### src/rtl/smart_car_pkg.sv
// Shared smart-car constants and the UART transmit arbiter state type.
// The default byte time is derived from the system clock and UART baud rate.
package smart_car_pkg;

    localparam int CLK_HZ              = 50_000_000;
    localparam int UART_BAUD           = 9600;
    localparam int UART_BITS_PER_BYTE  = 10;
    localparam int TXARB_CLKS_PER_BYTE = (CLK_HZ / UART_BAUD) * UART_BITS_PER_BYTE;
    localparam int TXARB_FRAME_TIMEOUT = 500_000;

    typedef enum logic [1:0] {
        ARB,
        SEND,
        WAIT,
        CHK
    } txarb_state_t;

endpackage

### src/rtl/txarb_rr_pick.sv
// Combinational round-robin picker: first valid requester at or after rr_ptr,
// wrapping around, returned both as a one-hot grant and as an index.
module txarb_rr_pick #(
    parameter int NREQ = 3,
    parameter int IW   = $clog2(NREQ)
) (
    input  logic [NREQ-1:0] req_valid,
    input  logic [IW-1:0]   rr_ptr,
    output logic [NREQ-1:0] grant,
    output logic [IW-1:0]   idx
);

    always_comb begin
        int unsigned j;
        logic        found;
        grant = '0;
        idx   = '0;
        found = 1'b0;
        for (int unsigned k = 0; k < NREQ; k++) begin
            j = 32'(rr_ptr) + k;
            if (j >= NREQ) j = j - NREQ;
            if (!found && req_valid[j]) begin
                found    = 1'b1;
                grant[j] = 1'b1;
                idx      = IW'(j);
            end
        end
    end

endmodule

### src/rtl/uart_tx_arbiter.sv
// Round-robin, frame-granular arbiter sharing one uart_tx among NREQ requesters,
// pacing bytes at the UART byte time. Define TXARB_CHKSUM_EN to append an XOR checksum byte.
module uart_tx_arbiter
    import smart_car_pkg::*;
#(
    parameter int NREQ          = 3,
    parameter int CLKS_PER_BYTE = TXARB_CLKS_PER_BYTE,
    parameter int FRAME_TIMEOUT = TXARB_FRAME_TIMEOUT
) (
    input  logic              clk0,
    input  logic              rst,
    input  logic [NREQ-1:0]   req_valid,
    input  logic [8*NREQ-1:0] req_data,
    input  logic [NREQ-1:0]   req_last,
    output logic [NREQ-1:0]   req_ack,
    output logic [7:0]        uart_tx_data,
    output logic              uart_tx_en,
    output logic [NREQ-1:0]   grant,
    output logic              busy
);

    localparam int IW    = $clog2(NREQ);
    localparam int CNT_W = $clog2(CLKS_PER_BYTE);
    localparam int TO_W  = $clog2(FRAME_TIMEOUT);

    txarb_state_t      state;
    logic [IW-1:0]     g;
    logic [IW-1:0]     rr_ptr;
    logic [IW-1:0]     next_ptr;
    logic              last_flag;
    logic [CNT_W-1:0]  cnt;
    logic [TO_W-1:0]   to_cnt;
    logic [NREQ-1:0]   pick_grant;
    logic [IW-1:0]     pick_idx;
`ifdef TXARB_CHKSUM_EN
    logic [7:0]        chk;
    logic              chk_sent;
`endif

    txarb_rr_pick #(
        .NREQ (NREQ),
        .IW   (IW)
    ) u_pick (
        .req_valid (req_valid),
        .rr_ptr    (rr_ptr),
        .grant     (pick_grant),
        .idx       (pick_idx)
    );

    always_comb begin
        next_ptr = (g == IW'(NREQ - 1)) ? '0 : g + 1'b1;
    end

    always_ff @(posedge clk0 or posedge rst) begin
        if (rst) begin
            state        <= ARB;
            grant        <= '0;
            g            <= '0;
            rr_ptr       <= '0;
            req_ack      <= '0;
            uart_tx_en   <= 1'b0;
            uart_tx_data <= '0;
            busy         <= 1'b0;
            last_flag    <= 1'b0;
            cnt          <= '0;
            to_cnt       <= '0;
`ifdef TXARB_CHKSUM_EN
            chk          <= '0;
            chk_sent     <= 1'b0;
`endif
        end else begin
            req_ack    <= '0;
            uart_tx_en <= 1'b0;
            case (state)
                ARB: begin
                    if (|req_valid) begin
                        state  <= SEND;
                        busy   <= 1'b1;
                        grant  <= pick_grant;
                        g      <= pick_idx;
                        to_cnt <= '0;
`ifdef TXARB_CHKSUM_EN
                        chk      <= '0;
                        chk_sent <= 1'b0;
`endif
                    end
                end
                SEND: begin
                    if (req_valid[g]) begin
                        uart_tx_data <= req_data[8*g +: 8];
                        uart_tx_en   <= 1'b1;
                        req_ack      <= grant;
                        last_flag    <= req_last[g];
                        to_cnt       <= '0;
                        cnt          <= CNT_W'(CLKS_PER_BYTE - 1);
                        state        <= WAIT;
`ifdef TXARB_CHKSUM_EN
                        chk          <= chk ^ req_data[8*g +: 8];
`endif
                    end else if (to_cnt == TO_W'(FRAME_TIMEOUT - 1)) begin
                        // Stalled owner: drop the frame unfinished, no checksum.
                        to_cnt <= '0;
                        rr_ptr <= next_ptr;
                        grant  <= '0;
                        busy   <= 1'b0;
                        state  <= ARB;
                    end else begin
                        to_cnt <= to_cnt + 1'b1;
                    end
                end
                WAIT: begin
                    if (cnt != '0) begin
                        cnt <= cnt - 1'b1;
`ifdef TXARB_CHKSUM_EN
                    end else if (chk_sent) begin
                        chk_sent <= 1'b0;
                        rr_ptr   <= next_ptr;
                        grant    <= '0;
                        busy     <= 1'b0;
                        state    <= ARB;
                    end else if (last_flag) begin
                        state <= CHK;
`else
                    end else if (last_flag) begin
                        rr_ptr <= next_ptr;
                        grant  <= '0;
                        busy   <= 1'b0;
                        state  <= ARB;
`endif
                    end else begin
                        state <= SEND;
                    end
                end
`ifdef TXARB_CHKSUM_EN
                CHK: begin
                    uart_tx_data <= chk;
                    uart_tx_en   <= 1'b1;
                    cnt          <= CNT_W'(CLKS_PER_BYTE - 1);
                    last_flag    <= 1'b0;
                    chk_sent     <= 1'b1;
                    state        <= WAIT;
                end
`endif
                default: begin
                    grant <= '0;
                    busy  <= 1'b0;
                    state <= ARB;
                end
            endcase
        end
    end

endmodule

### config.mk
export PLATFORM = sky130hd
export DESIGN_NAME = uart_tx_arbiter
export DESIGN_NICKNAME = d
export VERILOG_FILES = /design/src/rtl/smart_car_pkg.sv /design/src/rtl/txarb_rr_pick.sv /design/src/rtl/uart_tx_arbiter.sv
export SDC_FILE = /design/constraint.sdc
export NUM_CORES = 1
export LEC_CHECK = 0
export CORE_UTILIZATION = 61
export CTS_BUF_LIST = sky130_fd_sc_hd__clkbuf_4 sky130_fd_sc_hd__clkbuf_8
export CTS_CLUSTER_DIAMETER = 200
export CTS_CLUSTER_SIZE = 12
export DETAILED_ROUTE_END_ITERATION = 10
export PLACE_DENSITY = 0.95
export SLEW_MARGIN = 20
export SYNTH_ARGS = -nofsm -noshare
export SYNTH_HDL_FRONTEND = slang
export SYNTH_SLANG_ARGS = --single-unit
### constraint.sdc
create_clock -name clk0 -period 5 [get_ports clk0]
set_input_delay 1.5 -clock clk0 [delete_from_list [all_inputs] [get_ports clk0]]
set_output_delay 1.5 -clock clk0 [all_outputs]
set_load 0.01 [all_outputs]
Yosys cells after proc, flatten, opt, wreduce, memory -nomap -nowiden --
Cells that the tools add are included.
Operators by class: add/subtract/negate cells 8, magnitude comparators 10, equal/unequal tests 12, shift-type cells 1, mux-type cells 62, bitwise gates (word level) 2, reduce and logical (&&, ||, !) cells 19
Operators by type and width (number):
- >= comparator 32 x 1 -> 1 bit (second input constant) | 3
- less-than comparator 32 x 3 -> 1 bit (second input constant) | 3
- 2-to-1 mux 32 bit | 3
- >= comparator 32 x 2 -> 1 bit (second input constant) | 2
- subtractor 32 x 2 -> 32 bit (second input constant) | 2
- 2-to-1 mux 19 bit | 3
- one-hot mux 19 bit (2 select lines) | 1
- 2-to-1 mux 16 bit | 2
- one-hot mux 16 bit (2 select lines) | 1
- 2-to-1 mux 3 bit | 10
- 2-to-1 mux 2 bit | 12
- indexed part select 24 x 6 -> 8 bit | 1
- adder 19 x 1 -> 19 bit (second input constant) | 1
- == test 19 bit (second input constant) | 1
- 2-to-1 mux 1 bit | 18
- nonzero test 16 bit | 1
- subtractor 16 x 1 -> 16 bit (second input constant) | 1
- inequality test 2 bit (second input constant) | 7
- binary-select mux 1 bit (select 2 bit) | 5
- AND reduction 5 bit | 2
- one-hot mux 3 bit (3 select lines) | 1
- demux 1 bit (select 2 bit) | 3
- bitwise OR 3 bit | 2
- one-hot mux 2 bit (3 select lines) | 1
- other kinds (18) | 28
Word-level totals: bits in registers 58, bits of input ports 32, output and inout port bits 16, logic and storage cells 125

Logic depth before layout (Yosys ltp) --
depth in word-level cells 13, gate-level depth with buffers 9

Cells and area by module --
Synthesis repeated with hierarchy kept, for this count alone.
Second synthesis, totals: cell total of the unflattened synthesis 381, area, all modules 3548.4 sq um
Modules (own cells, without submodules):
- uart_tx_arbiter | instances 1, cells each 344, area each 3244.4 sq um
- txarb_rr_pick | instances 1, cells each 37, area each 304.0 sq um

Worst setup path before layout --
Ideal clock, no wire load.
path type input -> register, start in req_valid[2], end reg cnt[13], setup time 0.136 ns, arrival time 2.830 ns, required time 4.864 ns, path slack 2.035 ns, stages 7, path buffers 1, cells stage by stage buf_2 nand3b_1 o211a_4 a311oi_4 nand4_4 o311ai_1 o41ai_1
On the way: longest elaborated chain between the ends 4
RTL lines:
- start, declared | line uart_tx_arbiter.sv:12 | input logic [NREQ-1:0] req_valid,
- binary-select mux 1 bit (select 2 bit) | line uart_tx_arbiter.sv:89 | if (req_valid[g]) begin
- 2-to-1 mux 1 bit (not written as such) | line uart_tx_arbiter.sv:89
- inequality test 2 bit (no source line)
- AND reduction 3 bit (no source line)
- end signal, assigned | line uart_tx_arbiter.sv:95 | cnt <= CNT_W'(CLKS_PER_BYTE - 1);
- end signal, assigned | line uart_tx_arbiter.sv:113 | cnt <= cnt - 1'b1;
- end, declared | line uart_tx_arbiter.sv:31 | logic [CNT_W-1:0] cnt;
No other way between the ends. The select of a mux whose other input is x is not followed. A chain may end at the register's enable or synchronous reset.

Worst setup path in the final report --
start in req_valid[1], end reg cnt[13]
Same word-level chain as after synthesis.

==> run_results.csv <==
group,metric,value,unit
status,status,"finished, final reports clean",
route,highest_layer,"met4",
layout,design_area,4100,um2
setup_path,start_kind,"input pin",
logic_synthesis,synth_compound_area_frac,0.150,
cts,cts_setup_buffers,0,
global_routing,grt_pass1_wl,12600,um
logic_synthesis,synthXorXnorAreaFrac,0.0542,
timing,worst_clock_skew,0.00676,ns
logic_synthesis,yosysSeqAreaShare,0.428,
timing,setup_violations,0,
logic_synthesis,syn_nets,402,
logic_synthesis,yosys.area_share.adder,0.0369,
route,wl_met1,3070,um
timing,hold_violations,0,
route,drtPass1Iterations,4,
placement,place.gp.congestion,0.877,
setup_path,crit_arrival,3.85,ns
cts,ctsHoldBuffers,0,
global_routing,grt_max_degree,34,
placement,io_buffers,47,
layout,syn2layout_area_growth,20.7,%
timing,maxSlewHeadroom,0.446,
setup_path,worstSetupStartpoint,"req_valid[1]",
layout,fin_nets,446,
layout,fill_cells,336,
timing,layout_worst_path_cycle_share,0.729,
global_routing,grt_pass1_vias,2830,
timing,tightest_slew,0.830,ns
setup_path,crit_required,5.20,ns
layout,n_antenna_cell,0,
setup_path,critPathKind,"in -> reg",
floorplanning,initial_core_util,0.648,
power_and_ir_drop,p_total,1.99,mW
layout,register_area,1450,um2
route,met3_length,453,um
route,vias,2884,
layout,final_util,0.782,
power_and_ir_drop,ir_drop,0.379,mV
route,postRouteAntennaNets,0,
floorplanning,die_height,76.6,um
logic_synthesis,synth_flop_cell,"dfrtp_1",
layout,drive_gt1_frac,0.0735,
timing,slew_violations,0,
cts,cts.sinks,58,
placement,place_area,3890,um2
logic_synthesis,synth_edf_count,0,
route,route.detailed.wl_per_inst,15.3,um
logic_synthesis,yosys.area_share.simple,0.245,
global_routing,antenna_found_initial,0,
setup_path,end_kind,"flop",
global_routing,grt_usage,0.274,
setup_path,crit_end,"cnt[13]",
setup_path,r2r_end,"cnt[13]",
timing,rsz0062_at_grt,"no",
cts,clk_pin_slew_worst_paths,0.07,ns
setup_path,rrSetupSlack,2.30,ns
setup_path,reg2reg_depth,6,
route,wl_met2,3660,um
floorplanning,num_rows,26,
cts,htree_levels,3,
logic_synthesis,async_flop_share,1.00,
power_and_ir_drop,p_leak,1.70,nW
cts,numCtsBuffers,9,
route,via_per_inst,6.03,
timing,timing.final.ws_setup,1.36,ns
route,first_iter_violations,186,
cts,cts_tree,"done",
floorplanning,core,5240,um2
cts,clockRootBuffer,"clkbuf_8",
cts,clk_latency,0.33,ns
layout,multiInputGateArea,1820,um2
logic_synthesis,postSynthAreaPerCell,9.43,um2
timing,timing.setup.tns,0,ns
cts,cts_resized,0,
route,drc,0,
floorplanning,die_area,5870,um2
logic_synthesis,ys_seq_elements,58,
worst_hold_path,worstHoldPathType,"reg -> reg",
power_and_ir_drop,p_per_area,487,nW/um2
logic_synthesis,synth_top_family_by_area,"simple AND/OR/NAND/NOR gates",
logic_synthesis,synth_cell_types,59,
job,drv_cap,0,
setup_path,cp_max_fo,13,
logic_synthesis,yosysWarnings,0,
placement,dp_slack,1.03,ns
logic_synthesis,synth.cell_area,3390,um2
floorplanning,die_w,76.6,um
global_routing,grt-ovfl-total,0,
floorplanning,ios,48,
placement,dp_hpwl,5090,um
route,wl,7330,um
layout,final_common_cell,"dfrtp_1",
setup_path,r2r_start,"g[0]",
logic_synthesis,synthMuxAreaShare,0.0512,
logic_synthesis,synthCells,360,
cts,clk_path_buf_depth,2,
layout,mostFrequentLayoutCells,"58 x dfrtp_1, 47 x clkdlybuf4s50_1, 40 x nor2_1, 37 x nand2_1, 22 x o21ai_0",
timing,fin_crit,3.64,ns
timing,clock.fmax,0.274,GHz
==> synth_stat cells (5+ instances only) <==
master	count	area, um2
mux2i_1	14	140
a21oi_1	18	90.1
nor2b_1	8	50.1
a21o_1	5	37.5
o21ai_0	22	110
o31ai_1	7	52.6
nand2b_1	6	37.5
and3_1	9	56.3
xor2_1	13	114
dfrtp_1	58	1450
xnor2_1	8	70.1
ha_1	10	125
nand3_1	12	60.1
nand2_1	37	139
clkbuf_1	9	33.8
inv_1	13	48.8
nor2_1	40	150
==> power breakdown <==
part           switching (mW)  internal (mW)  total, mW
Sequential             0.0952          0.557      0.652
Combinational           0.514          0.379      0.892
Clock                   0.177          0.273      0.450
Total                   0.786           1.21       1.99
==> cells by family (layout without fill, tap and decap cells) <==
group                    after synthesis  after routing
multiplexers                          17             17
XOR/XNOR                              21             21
flip-flops                            58             58
buffers and inverters                 28             76
AO/OA/AOI/OAI                         76             76
AND/OR/NAND/NOR                      150            150
adder cells (fa/ha/maj)               10             10
==> worst min-delay path by stage <==
| stage | start | to | slack, ns | cells past startpoint |
|---|---|---|---|---|
| after floorplan | to_cnt[6] | to_cnt[6] | 0.47 | 1 |
| after global placement | uart_tx_data[7] | uart_tx_data[7] | 0.46 | 2 |
| after detailed placement | uart_tx_data[3] | uart_tx_data[3] | 0.47 | 2 |
| after CTS | uart_tx_data[4] | uart_tx_data[4] | 0.48 | 2 |
| after global routing | uart_tx_data[6] | uart_tx_data[6] | 0.53 | 2 |
| final | uart_tx_data[4] | uart_tx_data[4] | 0.48 | 2 |
==> stage by stage <==
step	std cells	hold WS (ns)
after floorplan	360	0.474
after global placement	463	0.462
after detailed placement	463	0.470
after CTS	478	0.484
after global routing	478	0.526
final	478	0.480
==> flip-flops by register name (all words and copies together), names as in the netlist <==
register      cells
uart_tx_en        1
to_cnt           19
req_ack           3
grant             3
rr_ptr            2
state             2
last_flag         1
uart_tx_data      8
g                 2
cnt              16
busy              1
==> critical path, cell delays in order <==
cell,delay (ns)
clkdlybuf4s50_1,0.61
mux2i_1,0.20
o211a_4,0.32
a311oi_4,0.58
nand4_4,0.22
o311ai_1,0.29
o41ai_1,0.12
==> metal layers <==
layer	up-vias	track usage
met1	1396	0.336
met2	111	0.453
li1	1364	-
met5	-	0
met3	13	0.0611
met4	0	0.140
==> layout make-up <==
cell class	count	area share
clock inverter	2	0.00855
multi-input combinational	274	0.445
timing repair buffer	48	0.117
tap	70	0.0214
inverter	13	0.0119
clock buffer	13	0.0422
sequential	58	0.354
No activity file was read; power rests on OpenSTA's default activity.
